<file path="config.mk">
export PLATFORM = sky130hd
export DESIGN_NAME = relm_adc_scan
export DESIGN_NICKNAME = d
export VERILOG_FILES = /design/src/rtl/relm_adc_pkg.sv /design/src/rtl/relm_adc_rr_pick.sv /design/src/rtl/relm_adc_scan.sv
export SDC_FILE = /design/constraint.sdc
export NUM_CORES = 1
export LEC_CHECK = 0
export BUFFER_PORTS_ARGS = -buffer_cell sky130_fd_sc_hd__buf_2
export CORE_ASPECT_RATIO = 0.9
export CORE_UTILIZATION = 60
export DETAILED_ROUTE_END_ITERATION = 8
export PLACE_DENSITY = 0.84
export REMOVE_ABC_BUFFERS = 1
export SLEW_MARGIN = 20
export SYNTH_ARGS = -nofsm -noshare
export SYNTH_HDL_FRONTEND = slang
export SYNTH_SLANG_ARGS = --single-unit
</file>
<file path="constraint.sdc">
create_clock -name clk -period 7.8 [get_ports clk]
set_input_delay 1.17 -clock clk [delete_from_list [all_inputs] [get_ports clk]]
set_output_delay 1.17 -clock clk [all_outputs]
set_load 0.02 [all_outputs]
</file>
<file path="src/rtl/relm_adc_pkg.sv">
// Shared types and constants for the ADC128S022 scan controller.
package relm_adc_pkg;
  typedef enum logic [2:0] {ST_IDLE, ST_SETUP, ST_LOW, ST_HIGH, ST_HOLD} adc_state_t;

  localparam int FRAME_BITS   = 16;
  localparam int ADDR_MSB_BIT = 2;
  localparam int ADDR_LSB_BIT = 4;
  localparam int SAMPLE_W     = 12;

  localparam int FRESH_BIT = 15;
  localparam int BUSY_BIT  = 16;
  localparam int CH_LSB    = 12;

  // DIN value for frame bit k: the 3-bit address goes out MSB first in bits 2..4.
  function automatic logic addr_bit(input logic [3:0] k, input logic [2:0] a);
    case (k)
      4'(ADDR_MSB_BIT):     return a[2];
      4'(ADDR_MSB_BIT + 1): return a[1];
      4'(ADDR_LSB_BIT):     return a[0];
      default:              return 1'b0;
    endcase
  endfunction
endpackage

</file>
<file path="src/rtl/relm_adc_rr_pick.sv">
// Round-robin finder: first enabled channel strictly after 'last', wrapping 7->0.
module relm_adc_rr_pick (
  input  logic [7:0] mask,
  input  logic [2:0] last,
  output logic [2:0] next_ch,
  output logic       none_flag
);
  logic [2:0] idx;

  always_comb begin
    next_ch   = last;
    none_flag = (mask == 8'd0);
    idx       = '0;
    // Walk from farthest (last itself) to nearest so the nearest hit wins.
    for (int i = 8; i >= 1; i--) begin
      idx = last + 3'(i);
      if (mask[idx]) next_ch = idx;
    end
  end
endmodule

</file>
<file path="src/rtl/relm_adc_scan.sv">
// Autonomous ADC128S022 scanner: round-robin over a channel mask, results in a readable bank.
module relm_adc_scan
  import relm_adc_pkg::*;
#(
  parameter int WD     = 32,
  parameter int CLKDIV = 8
) (
  input  logic        clk,
  input  logic        rst,
  input  logic [WD:0] cfg_d,
  output logic        cfg_retry,
  input  logic [WD:0] rd_d,
  output logic [WD:0] rd_q,
  output logic        adc_cs_n_out,
  output logic        adc_saddr_out,
  output logic        adc_sclk_out,
  input  logic        adc_sdat_in
);
  adc_state_t            state;
  logic [7:0]            cnt;
  logic [3:0]            bitn;
  logic [2:0]            addr, prev_addr, pick_ch, rd_sel;
  logic                  prev_valid, none_flag, scan_go, last_cnt, store, rd_stb;
  logic [1:0]            sdat_sync;
  logic [FRAME_BITS-1:0] shift, shift_nxt;
  logic [7:0]            mask, fresh;
  logic                  run;
  logic [SAMPLE_W-1:0]   bank [8];
  logic                  unused;

  assign cfg_retry = 1'b0;
  assign rd_stb    = rd_d[WD];
  assign rd_sel    = rd_d[2:0];
  assign unused    = ^{cfg_d[WD-1:9], rd_d[WD-1:3]};
  assign last_cnt  = (cnt == 8'(CLKDIV - 1));
  assign scan_go   = run & ~none_flag;
  assign shift_nxt = {shift[FRAME_BITS-2:0], sdat_sync[1]};
  // Data clocked in during this frame belongs to the previous frame's address.
  assign store     = (state == ST_HIGH) && last_cnt && (bitn == 4'(FRAME_BITS - 1)) && prev_valid;

  relm_adc_rr_pick u_pick (
    .mask      (mask),
    .last      (addr),
    .next_ch   (pick_ch),
    .none_flag (none_flag)
  );

  always_ff @(posedge clk or posedge rst) begin
    if (rst) sdat_sync <= '0;
    else     sdat_sync <= {sdat_sync[0], adc_sdat_in};
  end

  always_ff @(posedge clk or posedge rst) begin
    if (rst) begin
      mask <= '0;
      run  <= 1'b0;
    end else if (cfg_d[WD]) begin
      mask <= cfg_d[7:0];
      run  <= cfg_d[8];
    end
  end

  always_ff @(posedge clk or posedge rst) begin
    if (rst) begin
      state         <= ST_IDLE;
      cnt           <= '0;
      bitn          <= '0;
      addr          <= 3'd7;
      prev_addr     <= '0;
      prev_valid    <= 1'b0;
      shift         <= '0;
      adc_cs_n_out  <= 1'b1;
      adc_sclk_out  <= 1'b1;
      adc_saddr_out <= 1'b0;
    end else begin
      if (state != ST_IDLE) cnt <= last_cnt ? 8'd0 : cnt + 8'd1;
      unique case (state)
        ST_IDLE: if (scan_go) begin
          state        <= ST_SETUP;
          addr         <= pick_ch;
          adc_cs_n_out <= 1'b0;
        end
        ST_SETUP: if (last_cnt) begin
          state         <= ST_LOW;
          bitn          <= '0;
          adc_sclk_out  <= 1'b0;
          adc_saddr_out <= addr_bit(4'd0, addr);
        end
        ST_LOW: if (last_cnt) begin
          state        <= ST_HIGH;
          adc_sclk_out <= 1'b1;
        end
        ST_HIGH: if (last_cnt) begin
          shift <= shift_nxt;
          bitn  <= bitn + 4'd1;
          if (bitn == 4'(FRAME_BITS - 1)) begin
            state         <= ST_HOLD;
            adc_cs_n_out  <= 1'b1;
            adc_saddr_out <= 1'b0;
            prev_addr     <= addr;
            prev_valid    <= 1'b1;
          end else begin
            state         <= ST_LOW;
            adc_sclk_out  <= 1'b0;
            adc_saddr_out <= addr_bit(bitn + 4'd1, addr);
          end
        end
        ST_HOLD: if (last_cnt) begin
          if (scan_go) begin
            state        <= ST_SETUP;
            addr         <= pick_ch;
            adc_cs_n_out <= 1'b0;
          end else begin
            state      <= ST_IDLE;
            prev_valid <= 1'b0;
          end
        end
        default: state <= ST_IDLE;
      endcase
    end
  end

  // Store is ordered after the read-clear so a same-cycle collision leaves fresh set.
  always_ff @(posedge clk or posedge rst) begin
    if (rst) begin
      for (int i = 0; i < 8; i++) bank[i] <= '0;
      fresh <= '0;
    end else begin
      if (rd_stb) fresh[rd_sel] <= 1'b0;
      if (store) begin
        bank[prev_addr]  <= shift_nxt[SAMPLE_W-1:0];
        fresh[prev_addr] <= 1'b1;
      end
    end
  end

  always_comb begin
    rd_q                   = '0;
    rd_q[SAMPLE_W-1:0]     = bank[rd_sel];
    rd_q[CH_LSB +: 3]      = rd_sel;
    rd_q[FRESH_BIT]        = fresh[rd_sel];
    rd_q[BUSY_BIT]         = (state != ST_IDLE);
  end
endmodule

</file>
# Yosys cells after proc, flatten, opt, wreduce, memory -nomap -nowiden
# Cells that the tools add are included.
# classes
addsub,9
mux,67
n_reduce_logical,22
eq_ne,17
magnitude_cmp,14
bitwise_logic,7
# op_table
cell,n
$bwmux W96,1
$mux W3,15
$bmux W12 S3,1
$demux W12 S3,1
$lt A3 B4 Y1 const B,9
$mux W12,3
$bmux W1 S3,8
$mux W8,3
$mux W1,23
$pmux W3 S5,1
$reduce_and A5 Y1,3
$ne A2 B2 Y1 const B,7
$add A3 B3 Y3 const B,4
$pmux W1 S3,3
$reduce_bool A3 Y1,3
$add A8 B1 Y8 const B,1
$and A8 B8 Y8,1
$eq A4 B2 Y1 const B,2
$eq A8 B3 Y1 const B,1
$ge A4 B4 Y1 const B,2
$logic_not A8 Y1,1
$mux W4,2
$not A3 Y4,2
$not A8 Y8,1
24 further kinds,38
# totals
ff_bits,151
in_bits,69

# Depth between registers and ports, before layout
# Gate-level depths: netlist of the first run.
# logic_depth
depth_word,13
depth_mapped,11

# Cells and area by module
# Synthesis of the first run repeated with hierarchy kept, for this count alone.
# hier_totals
cells_unflattened,590
hier_area_um2,7907.6
# by_module_without_submodules
mod,cells_per_inst,area_each_um2,instances,seq_area_each_um2
relm_adc_scan,489,7000.5,1,3784.9
relm_adc_rr_pick,101,907.1,1,0.0

# Worst setup path after synthesis of the first run
# Ideal clock, no wire load.
# synth_timing
path_type,input to output
from,input port rd_d[0]
to,output port rd_q[0]
slack_ns,4.064
path_stages,3
path_buffers,1
arrival_ns,2.566
t_required_ns,6.630
path_cell_list,buf_1 -> mux4_2 -> mux2_2
# synth_via
elab_chain_cells,4
# synth_lines
item,line,rtl
start: declaration,relm_adc_scan.sv:12,"input logic [WD:0] rd_d,"
$not A3 Y4 (not written as such),relm_adc_scan.sv:139,rd_q[SAMPLE_W-1:0] = bank[rd_sel];
$bmux W12 S3,relm_adc_scan.sv:139,
$mux W12 (not written as such) (2 in series),relm_adc_scan.sv:139,
end: declaration,relm_adc_scan.sv:13,"output logic [WD:0] rd_q,"
# No other way between the ends. The select of a mux whose other input is x is not followed.

# Worst setup path in the final report of the first run
# layout_timing
from,input port rd_d[0]
to,output port rd_q[2]
# Same word-level chain as after synthesis.

==> out/metrics.cfg, run 1 <==
[run_status]
status=finished, final reports clean

[critical_path]
worstSetupStartpointType=primary input
crit_fanout=31
crit_top_cell=buf_2
slowest_stage=buf_2
worstSetupEndpointType=primary output
critPathArrivalTime_ps=3020
critical_path_required_ps=6630
critPathMaxStageDelay_ps=750
cp_cell_sequence=buf_2 -> mux4_2 -> mux2_2 -> buf_2
path_delay_family=multiplexers
path_class=primary input to primary output
cp_num_buf_inv=2

[die]
die_w_um=121
row_count=38
core_area_mm2=0.0123
fp.dieH_um=109
pin_count=106
initial_core_util=0.625
die_area_mm2=0.0132

[timing]
min_period_over_period=0.537
post-route-min-period_ps=4190
tightest_slew_ps=1000
finalSetupViolations=0
slew_headroom=0.333
fin_tns_setup_ps=0
slew_viol_final=0
fmax_mhz=239
fin_skew_ps=5.65
holdWs_ps=355
finalHoldViolCount=0
rsz0062_at_grt=no

[route]
first_pass_iters=5
wirelength_um=15600
drcViolationCount=0
final_antenna_net_count=0
avgRoutedWirePerCell_um=20.6
via_per_inst=6.24
drt-initial-drc-count=503
vias=4725

[power_and_ir_drop]
combPwrFrac=0.261
netSwitchingPower_mw=0.765
powerDensity_mw_per_mm2=285
p_clk_frac=0.340
leakage_nw=4.08
internal-power_mw=1.63
power_frac_seq=0.399
vdd_drop_max_mv=0.136
swShare=0.320

[synth]
synth_most_common_cell=dfrtp_1
synth.distinct_cells=53
async_flop_share=1.00
synthTopCellsByCount=146 x dfrtp_1, 140 x mux2_2, 39 x nand2_1
seq_area_frac_synth=0.493
ys.warnings.count=0
yosys_most_used_dff=dfrtp_1
avgSynthCellArea_um2=13.5
yosys.area.top_type=dfrtp_1
synth-seq-cells=151
synth-edff-count=0
synth_top_area_share=0.476
syn_inst=569
synth_area_leaders=dfrtp_1 48%, mux2_2 21%, mux4_2 11%
synth_area_mm2=0.00767

[clock_network]
path_clk_slew_ps=60
cts_tree=yes
ctsResizeCount=0
cts_root_buffer=clkbuf_16
postCtsSetupRepairBufs=0
cts_buffer_depth=2
cts_sinks=151
ctsHtreeMaxLevel=4
clock_latency_ps=430
cts_buffers=17
postCtsHoldBufs=0

[placed_design]
place_hpwl_um=9530
gp_congestion=0.926
placed_cells=727
port_buffers=36

[global_route]
overflow=0
grt_pass1_wl_um=25500
track_usage=0.261
antenna_found_initial=0
grt_max_degree=77
grt_pass1_vias=4801

[cells_and_area]
nets=661
n_antenna_cell=0
fillers=806
fin_cells=757
drive_above_1_share=0.442
syn2layout_area_growth_pct=9.54

[worst_hold_path]
hold_path_class=flop to flop

[flow_run]
maxCapViolations=0

[power groups by stage]
stage          sequential [mW]  combinational (mW)  clock (mW)
4_1_cts                  0.951               0.617       0.823
3_5_place_dp             0.965               0.602           0
3_3_place_gp             0.955               0.563           0
5_1_grt                  0.966               0.680       0.859
2_1_floorplan            0.937               0.476           0
6_report                 0.954               0.624       0.814
[flip-flops by register name, indices dropped and copies added (netlist names)]
name / flops
cnt: 8
adc_sclk_out: 1
adc_saddr_out: 1
prev_valid: 1
state: 3
run: 1
sdat_sync: 2
adc_cs_n_out: 1
bank: 96
shift: 11
addr: 3
prev_addr: 3
fresh: 8
bitn: 4
mask: 8
[metal layers]
layer,routed length (um),up-vias,GRT usage
met5,0,-,0
met4,276,0,0.0908
met3,659,26,0.0617
met2,8020,130,0.429
met1,6670,2480,0.343
li1,-,2089,-
[worst reg2reg max path, cell delays in order, from the launching register on]
cell and delay, ps:
dfstp_2 770, inv_1 170, ha_1 630, mux4_2 650, mux2_2 320, mux2_2 270, a211oi_1 220, a31oi_1 130
mux2i_1 150
[layout make-up]
class / instances / area (um2) / area share
tap: 160 / 200 / 0.0238
clock inverter: 13 / 156 / 0.0186
timing repair buffer: 40 / 210 / 0.0250
multi-input combinational: 366 / 3580 / 0.427
inverter: 10 / 42.5 / 0.00506
clock buffer: 17 / 425 / 0.0506
sequential: 151 / 3780 / 0.450
[logic make-up (layout without fill, tap and decap cells)]
family                     count (synthesis)  after routing  synth area share
AOI/OAI and AO/OA                         54             54            0.0453
xor gates and xnor gates                  11             11            0.0126
adders and majority gates                  6              6           0.00978
buffers and inverters                     68             80            0.0476
DFF                                      151            151             0.493
muxes                                    183            183             0.324
other                                      1             17          0.000489
and+or+nand+nor                           95             95            0.0674
[placed cells by master, fill, tap and decap left out, types with 5 or more instances in the layout]
master and count:
o21ai_0 18, conb_1 17, nand2b_1 6, dfrtp_1 146
clkbuf_16 17, dfstp_2 5, mux2i_1 5, a21oi_1 8
inv_1 9, xnor2_1 7, clkinv_2 5, nand2_1 39
ha_1 6, mux2_2 140, nand3_1 8, buf_2 36
mux4_2 38, nor2_1 15
[stage by stage]
step           utilization  worst slack, ps  power (mW)  instance area (um2)
6_report             0.685             3610        2.39                 8400
5_1_grt              0.685             3470        2.50                 8400
4_1_cts              0.685             3570        2.39                 8400
3_5_place_dp         0.638             3600        1.57                 7820
3_3_place_gp         0.638             3620        1.52                 7820
2_1_floorplan            -             2570        1.41                 7400
[final timing paths]
kind                            cells after the start           end    startpoint  slack [ps]
worst max-delay path                                4       rd_q[2]       rd_d[0]        3610
max in group asynchronous                           3      bank[21]           rst        5530
worst max register to register                      8       addr[1]       addr[0]        4420
worst min register to register                      0  sdat_sync[1]  sdat_sync[0]         350
worst min-delay path                                0  sdat_sync[1]  sdat_sync[0]         350
min in group asynchronous                           2      fresh[4]           rst         870
Note: power is estimated with default switching activity, not from simulation.
==> inputs of run 2 (changes only) <==
- CORE_UTILIZATION: 60 -> 58
- PLACE_DENSITY: 0.84 -> 0.81
- clock period: 7.8 -> 3.9 ns (I/O delays scaled with it)
==> out/metrics.cfg, run 2 (synthesized netlist as in run 1, its figures left out) <==
[timing]
post-route-min-period_ps=3000
slew_viol_final=0  ; unchanged
rsz0062_at_grt=no  ; unchanged
fin_skew_ps=7.52  ; was 5.65 ps
tightest_slew_ps=830  ; was 1000 ps
finalHoldViolCount=0  ; unchanged
fmax_mhz=333
fin_ws_ps=898  ; was 3610 ps
slew_headroom=0.445  ; was 0.333
min_period_over_period=0.770
finalSetupViolations=0  ; unchanged
holdWs_ps=264  ; was 355 ps

[die]
die_w_um=123  ; was 121 um
fp.dieH_um=111  ; was 109 um
pin_count=106  ; unchanged
core_area_mm2=0.0128  ; was 0.0123 mm2
die_area_mm2=0.0137  ; was 0.0132 mm2
row_count=39  ; was 38
initial_core_util=0.600  ; was 0.625

[route]
wirelength_met1_um=6700  ; was 6670 um
first_pass_iters=5  ; unchanged
routed.top_layer=met4  ; unchanged
via_per_inst=6.14  ; was 6.24
avgRoutedWirePerCell_um=19.8  ; was 20.6 um
drt-initial-drc-count=369  ; was 503
met3_length_um=573  ; was 659 um
final_antenna_net_count=0  ; unchanged
wirelength_um=15200  ; was 15600 um
drcViolationCount=0  ; unchanged
dr_wl_met2_um=7670  ; was 8020 um
vias=4715  ; was 4725

[critical_path]
crit_top_cell=mux2_2  ; was buf_2
r2r_cells=8  ; unchanged
path_class=flop to flop  ; was primary input to primary output
worstSetupEndpointType=flop  ; was primary output
critPathMaxStageDelay_ps=640  ; was 750 ps
cp_cell_sequence=inv_1 -> ha_1 -> mux4_2 -> mux2_2 -> mux2_2 -> a211oi_1 -> a31oi_1 -> mux2i_1  ; was buf_2 -> mux4_2 -> mux2_2 -> buf_2
crit_fanout=12  ; was 31
critPathArrivalTime_ps=3350  ; was 3020 ps
worstSetupStartpointType=flop  ; was primary input
slowest_stage=mux4_2  ; was buf_2
critical_path_required_ps=4250  ; was 6630 ps

[global_route]
overflow=0  ; unchanged
antenna_found_initial=0  ; unchanged
grt_pass1_wl_um=25400  ; was 25500 um
track_usage=0.249  ; was 0.261
grt_pass1_vias=4861  ; was 4801
grt_max_degree=82  ; was 77

[placed_design]
placed_cells=736  ; was 727
gp_congestion=0.825  ; was 0.926
port_buffers=36  ; unchanged
place_area_mm2=0.00788  ; was 0.00782 mm2
place_hpwl_um=9470  ; was 9530 um
post-place-ws_ps=879  ; was 3600 ps

[clock_network]
ctsResizeCount=0  ; unchanged
cts_tree=yes  ; unchanged
path_clk_slew_ps=60  ; about the same
postCtsSetupRepairBufs=0  ; unchanged
cts_sinks=151  ; unchanged
cts_buffer_depth=2  ; unchanged
cts_buffers=17  ; unchanged
postCtsHoldBufs=0  ; unchanged
clock_latency_ps=430  ; about the same
ctsHtreeMaxLevel=4  ; unchanged
cts_root_buffer=clkbuf_16  ; unchanged

[cells_and_area]
layout_commonest_cell=dfrtp_1  ; unchanged
largest_registers=bank (96), shift (11)  ; unchanged
syn2layout_area_growth_pct=11.0  ; was 9.54%
layout_common_cells=146 x dfrtp_1, 140 x mux2_2, 39 x nand2_1  ; unchanged
n_antenna_cell=0  ; unchanged
fillers=854  ; was 806
nets=666  ; was 661
largest_reg_flops=96  ; unchanged
largest_register=bank  ; unchanged
design_area_mm2=0.00852  ; was 0.00840 mm2
fin_cells=768  ; was 757
drive_above_1_share=0.447  ; was 0.442
utilization=0.666  ; was 0.685

[run_status]
status=finished, final reports clean  ; unchanged

[power_and_ir_drop]
leakage_nw=4.13  ; was 4.08 nW
vdd_drop_max_mv=0.346  ; was 0.136 mV
powerDensity_mw_per_mm2=576  ; was 285 mW/mm2

[flow_run]
maxCapViolations=0  ; unchanged

[worst_hold_path]
holdPathStages=1  ; was 0
hold_path_class=primary input to flop  ; was flop to flop

==> run 2: cell types whose count changed in the layout (fill, tap and decap cells not counted) <==
cell and change:
buf_12 +1, buf_4 +4, bufinv_16 +1, clkbuf_8 +2, clkinv_2 -4, clkinv_4 -1, clkinvlp_4 +2, inv_6 +2
nor2b_1 +1, nor2b_2 -1
==> run 2: path summary, 6_finish.rpt <==
check	slack, ps	endpoint	start
worst max-delay path	900	addr[1]	addr[0]
worst max register to register	900	addr[1]	addr[0]
min in group asynchronous	270	mask[4]	rst
worst min-delay path	260	sdat_sync[0]	adc_sdat_in
max in group asynchronous	2800	bank[15]	rst
worst min register to register	370	sdat_sync[1]	sdat_sync[0]
==> run 2: cell type report <==
class | count | area, um2 | area share
Sequential cell | 151 | 3780 | 0.444
Multi-Input combinational cell | 366 | 3580 | 0.421
Clock buffer | 19 | 453 | 0.0532
Timing Repair Buffer | 45 | 260 | 0.0306
Tap cell | 164 | 205 | 0.0241
Clock inverter | 13 | 190 | 0.0223
Inverter | 10 | 42.5 | 0.00499
==> run 2: stage by stage <==
step                TNS [ps]  power (mW)
finish                     0        4.91
CTS                        0        4.92
global route               0        5.14
floorplan            -108260        2.83
global placement           0        3.07
detailed placement         0        3.14
==> run 2: routing by layer <==
layer	vias up	global-route usage
li1	2107	-
met1	2453	0.341
met2	131	0.389
met3	24	0.0592
met4	0	0.0851
met5	-	0
==> run 2: power by group <==
part           internal [mW]  total (mW)  switching, mW
sequential              1.68        1.85          0.169
combinational          0.589        1.28          0.695
clock                   1.11        1.77          0.659
total                   3.38        4.91           1.52
==> run 2: worst max-delay path, delay by kind of cell, from the launching register on <==
| family | cells | cell delay, ps |
|---|---|---|
| buf+inv | 1 | 70 |
| flops | 1 | 530 |
| mux | 4 | 1350 |
| fa+ha+maj | 1 | 600 |
| compound gates | 2 | 370 |
